File: src/rtl/tmds_encoder.sv
// ---------------------------------------------------------------------------
// tmds_encoder
//   Per-channel TMDS 8b/10b encoder (DVI 1.0 algorithm) for the dvid output
//   path. One instance per colour channel, clocked by the pixel clock. Emits
//   one 10-bit symbol per clock and keeps a running disparity so the serial
//   line stays DC-balanced.
//
//   Pipeline: stage 1 builds the transition-minimised word q_m; stage 2
//   picks DC-balancing inversion and updates the disparity counter.
//   Latency from data/c0/c1/blank to dout is 2 clocks.
//
//   Optional build macro TMDS_OUTREG_EN: adds one more register on
//   dout/disparity for timing margin (latency 3 clocks, same symbols).
//
// Parameters:
//   CTRL_RESET  control code {c1,c0} whose symbol dout shows in reset.
//
// Ports:
//   clk        in   1   pixel clock
//   reset      in   1   synchronous active-high reset
//   data       in   8   pixel byte (ignored while blank=1)
//   c0, c1     in   1   control bits (hsync/vsync on blue channel)
//   blank      in   1   1 = control period, 0 = video data period
//   dout       out  10  TMDS symbol, bit 0 transmitted first
//   disparity  out  5   signed running disparity after current dout
// ---------------------------------------------------------------------------
module tmds_encoder #(
  parameter logic [1:0] CTRL_RESET = 2'b00
) (
  input  logic       clk,
  input  logic       reset,
  input  logic [7:0] data,
  input  logic       c0,
  input  logic       c1,
  input  logic       blank,
  output logic [9:0] dout,
  output logic [4:0] disparity
);

  function automatic logic [9:0] ctrl_symbol(input logic [1:0] c);
    logic [9:0] sym;
    case (c)
      2'b00:   sym = 10'b1101010100;
      2'b01:   sym = 10'b0010101011;
      2'b10:   sym = 10'b0101010100;
      default: sym = 10'b1010101011;
    endcase
    return sym;
  endfunction

  function automatic logic [3:0] popcount8(input logic [7:0] v);
    logic [3:0] n;
    n = 4'd0;
    for (int i = 0; i < 8; i++) begin
      n = n + {3'b000, v[i]};
    end
    return n;
  endfunction

  // ---------------------------------------------------------------- stage 1
  logic [3:0] n1d;
  logic       use_xnor;
  logic [7:0] chain;
  logic [8:0] q_m_next;

  logic [8:0] q_m_reg;
  logic       blank_d_reg;
  logic [1:0] c_d_reg;

  always_comb begin
    n1d = popcount8(data);
    // XNOR is chosen for byte values dense in ones; the tie at four ones
    // is broken on data[0] so the choice is deterministic.
    use_xnor = (n1d > 4'd4) || ((n1d == 4'd4) && !data[0]);
    chain    = 8'h00;
    chain[0] = data[0];
    for (int i = 1; i < 8; i++) begin
      chain[i] = use_xnor ? ~(chain[i-1] ^ data[i]) : (chain[i-1] ^ data[i]);
    end
    q_m_next = {~use_xnor, chain};
  end

  always_ff @(posedge clk) begin
    if (reset) begin
      q_m_reg     <= 9'd0;
      blank_d_reg <= 1'b1;
      c_d_reg     <= CTRL_RESET;
    end else begin
      q_m_reg     <= q_m_next;
      blank_d_reg <= blank;
      c_d_reg     <= {c1, c0};
    end
  end

  // ---------------------------------------------------------------- stage 2
  logic [3:0]        n1;
  logic [3:0]        n0;
  logic signed [4:0] diff;      // ones minus zeros of q_m[7:0], -8..+8
  logic signed [4:0] two_q8;    // 2*q_m[8]
  logic signed [4:0] two_nq8;   // 2*~q_m[8]
  logic              q8;

  logic [9:0]        dout_next;
  logic signed [4:0] cnt_next;
  logic [9:0]        dout_reg;
  logic signed [4:0] cnt_reg;

  always_comb begin
    q8      = q_m_reg[8];
    n1      = popcount8(q_m_reg[7:0]);
    n0      = 4'd8 - n1;
    diff    = $signed({1'b0, n1}) - $signed({1'b0, n0});
    two_q8  = $signed({3'b000, q8, 1'b0});
    two_nq8 = $signed({3'b000, ~q8, 1'b0});

    dout_next = dout_reg;
    cnt_next  = cnt_reg;

    if (blank_d_reg) begin
      // Control period resets the balance so every data run starts at 0.
      dout_next = ctrl_symbol(c_d_reg);
      cnt_next  = 5'sd0;
    end else if ((cnt_reg == 5'sd0) || (diff == 5'sd0)) begin
      dout_next = {~q8, q8, (q8 ? q_m_reg[7:0] : ~q_m_reg[7:0])};
      cnt_next  = q8 ? (cnt_reg + diff) : (cnt_reg - diff);
    end else if (((cnt_reg > 5'sd0) && (diff > 5'sd0)) ||
                 ((cnt_reg < 5'sd0) && (diff < 5'sd0))) begin
      // Running balance and this word lean the same way: invert to pull back.
      dout_next = {1'b1, q8, ~q_m_reg[7:0]};
      cnt_next  = cnt_reg + two_q8 - diff;
    end else begin
      dout_next = {1'b0, q8, q_m_reg[7:0]};
      cnt_next  = cnt_reg + diff - two_nq8;
    end
  end

  always_ff @(posedge clk) begin
    if (reset) begin
      dout_reg <= ctrl_symbol(CTRL_RESET);
      cnt_reg  <= 5'sd0;
    end else begin
      dout_reg <= dout_next;
      cnt_reg  <= cnt_next;
    end
  end

  // ---------------------------------------------------------------- output
`ifdef TMDS_OUTREG_EN
  logic [9:0] dout_out_reg;
  logic [4:0] disp_out_reg;

  always_ff @(posedge clk) begin
    if (reset) begin
      dout_out_reg <= ctrl_symbol(CTRL_RESET);
      disp_out_reg <= 5'd0;
    end else begin
      dout_out_reg <= dout_reg;
      disp_out_reg <= cnt_reg;
    end
  end

  assign dout      = dout_out_reg;
  assign disparity = disp_out_reg;
`else
  assign dout      = dout_reg;
  assign disparity = cnt_reg;
`endif

endmodule

File: config.mk
export PLATFORM = sky130hd
export DESIGN_NAME = tmds_encoder
export DESIGN_NICKNAME = d
export VERILOG_FILES = /design/src/rtl/tmds_encoder.sv
export SDC_FILE = /design/constraint.sdc
export NUM_CORES = 1
export LEC_CHECK = 0
export ABC_CLOCK_PERIOD_IN_PS = 6400
export CORE_MARGIN = 4
export CORE_UTILIZATION = 40
export CTS_CLUSTER_SIZE = 10
export DETAILED_ROUTE_END_ITERATION = 12
export HOLD_SLACK_MARGIN = 0.02
export SETUP_SLACK_MARGIN = 0.3
export SLEW_MARGIN = 20
export SYNTH_ARGS = -nofsm -noshare
export SYNTH_HDL_FRONTEND = slang
export SYNTH_SLANG_ARGS = --single-unit
export TNS_END_PERCENT = 50
File: constraint.sdc
create_clock -name clk -period 6.4 [get_ports clk]
set_clock_uncertainty 0.1 [all_clocks]
set_input_delay 0.96 -clock clk [delete_from_list [all_inputs] [get_ports clk]]
set_output_delay 0.96 -clock clk [all_outputs]
set_load 0.05 [all_outputs]
==> results.md <==
- Final setup TNS: 0 ns
- Die width: 80.5 um
- Drt total wl: 3660 um
- WP data required: 6.44 ns
- Area Overhead vs Synth: 18.1%
- EDFF count, synth: 0
- Worst Setup Path Type: flop to flop
- Post-Syn Area: 2100 um^2
- Initial DRT Pass Iterations: 4
- Hold path endpoint: disparity[0]$_SDFF_PP0_
- Routability cong.: 0.764
- Max-slew headroom: 56.5%
- Fin crit period: 5.37 ns
- Largest net degree at the start of global routing: 17
- CORE AREA: 5110 um^2
- CTS max path bufs: 2
- Synth Flop Type: dfxtp_1
- Max Cap Violations: 0
- Critical-path cell list: inv_1 > fa_1 > fa_1 > fa_1 > inv_1 > ha_1 > fa_1 > or2_2 > ha_1 > and3b_2 > o31ai_4 > ha_1 > nor3b_1 > a21o_1 > a221o_1 > xnor2_1 > o21ai_0
- Std cell rows: 26
- Layout net count: 299
- Global-route wire length before repair: 6200 um
- Tightest Pin Transition: 0.647 ns
- Number of global-route vias before repair: 1,363
- CP max stage delay: 0.57 ns
- R2R setup slack: 1.03 ns
- Share of layout cells above drive strength 1: 7.29%
- Total grt overflow: 0
- Die Y-Extent: 80.5 um
- Unrepaired setup endpoints after global routing: no
- Synth Instances: 222
- TritonCTS buffer count: 3
- Max reg flops: 10
- HPWL after DPL: 3110 um
- Sequential share of the synthesized area: 25.7%
- N_diodes: 0
- WL per Instance: 11.5 um
- Status: finished, final reports clean
- Post-CTS Resized: 0
- Initial antenna violation count: 0
- Die area: 6470 um^2
- Synth Warn #: 0
- DR iter-0 viols: 34
- Postcts setup bufs: 0
- Worst EP arrival: 5.41 ns
- Top Ports: 28
- Ys async rst share: 0%
- Cell mode on critical path: fa_1
- Vias per cell: 4.52
- Endpoint type of the worst setup path: flop
- CTS Root Cell: clkbuf_8
- Hold depth: 1
- CP max stage cell: fa_1
- GRT Util Overall: 12.2%
- Avg Cell Area, Syn: 9.46 um^2
- Final antenna-violating net count: 0
- FF-to-FF End: dout[0]$_SDFF_PP0_
- Initial Utilization: 41.1%
- # H-tree levels: 1
- Worst-path clk slew: 0.09 ns
- PortBufs: 27
- Peak Freq: 186 MHz
- Multi-input combinational cell area: 1380 um^2
- Distinct cell type count of the synthesized netlist: 44
- Clk_lat worst skew: 0.27 ns
- Num Clock Sinks: 27
- Crit share post-route: 83.9%
- Fillcell total: 507
- DRC violations left: 0
- Setup Viol. Count Final: 0
- Reg2Reg Launch Point: q_m_reg[0]$_SDFF_PP0_
- Syn_nets: 273
- Seq cells post-synth: 27
- DR vias: 1,434
- Max Slew Vio Count: 0
- CP max FO: 9
- Depth of the most critical reg-to-reg path: 17
- Endpoints failing hold: 0
- CTS tree: done
- CP Launch Type: flop
- Sequential cell area: 541 um^2
- Hold path startpoint: disparity[0]$_SDFF_PP0_
- Hold_buf cts: 0
- Worst min-delay path category: flop to flop
layout make-up:
| cell class | count | area share [%] |
|---|---|---|
| Clock buffer | 3 | 1.66 |
| Tap cell | 70 | 3.53 |
| Timing Repair Buffer | 27 | 10.9 |
| Clock inverter | 1 | 0.303 |
| Inverter | 40 | 6.05 |
| Multi-Input combinational cell | 149 | 55.8 |
| Sequential cell | 27 | 21.8 |
logic make-up after synthesis:
family	count (synthesis)	synth area share, %
buffers and inverters	46	8.40
AOI/OAI and AO/OA	40	14.5
and+or+nand+nor	39	10.1
adders and majority gates	38	27.3
xor gates and xnor gates	31	13.3
DFF	27	25.7
muxes	1	0.715
metrics by stage:
| step | hold WS [ns] | area, um^2 | setup WS (ns) | instances | util, % |
|---|---|---|---|---|---|
| 2_1_floorplan | 0.415 | 2100 | 1.42 | 222 | - |
| 3_5_place_dp | 0.389 | 2430 | 1.03 | 313 | 47.6 |
| 4_1_cts | 0.410 | 2480 | 0.986 | 317 | 48.6 |
| 5_1_grt | 0.432 | 2480 | 0.725 | 317 | 48.6 |
| 6_report | 0.407 | 2480 | 1.03 | 317 | 48.6 |
| 3_3_place_gp | 0.396 | 2430 | 1.09 | 313 | 47.6 |
worst max-delay path, delay by kind of cell (launching register included):
| kind | cells | cell delay, ns |
|---|---|---|
| fa+ha+maj | 7 | 2.83 |
| compound gates | 4 | 1.00 |
| simple gates | 3 | 0.65 |
| flops | 1 | 0.32 |
| xor+xnor | 1 | 0.23 |
| buf+inv | 2 | 0.11 |
worst max path at each step:
stage | startpoint | end | slack, ns | depth (start not counted)
after floorplan | q_m_reg[0]$_SDFF_PP0_ | dout[3]$_SDFF_PP0_ | 1.42 | 18
after global placement | q_m_reg[0]$_SDFF_PP0_ | dout[0]$_SDFF_PP0_ | 1.09 | 17
after detailed placement | q_m_reg[0]$_SDFF_PP0_ | dout[0]$_SDFF_PP0_ | 1.03 | 17
after CTS | q_m_reg[0]$_SDFF_PP0_ | dout[0]$_SDFF_PP0_ | 0.99 | 17
after global routing | q_m_reg[0]$_SDFF_PP0_ | dout[0]$_SDFF_PP0_ | 0.72 | 17
final | q_m_reg[0]$_SDFF_PP0_ | dout[0]$_SDFF_PP0_ | 1.03 | 17
cell usage in the layout (no fill, tap or decap), types with 3 or more instances in the layout:
| cell | count |
|---|---|
| xor2_1 | 8 |
| a21o_1 | 3 |
| or2_2 | 5 |
| nor2b_1 | 4 |
| clkdlybuf4s50_1 | 27 |
| inv_1 | 40 |
| ha_1 | 25 |
| clkbuf_8 | 3 |
| nor2_1 | 15 |
| o21ai_0 | 10 |
| a21oi_1 | 8 |
| nand3_1 | 3 |
| dfxtp_1 | 27 |
| xnor2_1 | 22 |
| fa_1 | 13 |
routing by layer:
| metal | vias to the layer above | global-route usage (%) | part of all wire, % | routed length (um) |
|---|---|---|---|---|
| met5 | - | 0 | 0 | 0 |
| met1 | 651 | 16.2 | 49 | 1800 |
| met3 | 4 | 1.68 | 2.3 | 84 |
| met2 | 17 | 20.7 | 47 | 1730 |
| met4 | 0 | 3.04 | 1.3 | 47 |
| li1 | 762 | - | - | - |
synth_stat cells, types with 2 or more instances:
| cell | number | area [um^2] |
|---|---|---|
| o22ai_1 | 2 | 12.5 |
| o21ai_0 | 10 | 50.1 |
| and2_1 | 2 | 12.5 |
| clkbuf_1 | 5 | 18.8 |
| fa_1 | 13 | 260 |
| o211ai_1 | 2 | 15.0 |
| xor2_1 | 8 | 70.1 |
| nor2_1 | 15 | 56.3 |
| a21oi_1 | 8 | 40.0 |
| inv_1 | 40 | 150 |
| nand3_1 | 3 | 15.0 |
| dfxtp_1 | 27 | 541 |
| nor2b_1 | 4 | 25.0 |
| a21o_1 | 3 | 22.5 |
| xnor2_1 | 22 | 193 |
| nand2_1 | 2 | 7.51 |
| or2_2 | 5 | 31.3 |
| ha_1 | 25 | 313 |
Power is not shown: default switching activity piles up to over one toggle a cycle in this logic, so the estimate is an artifact.
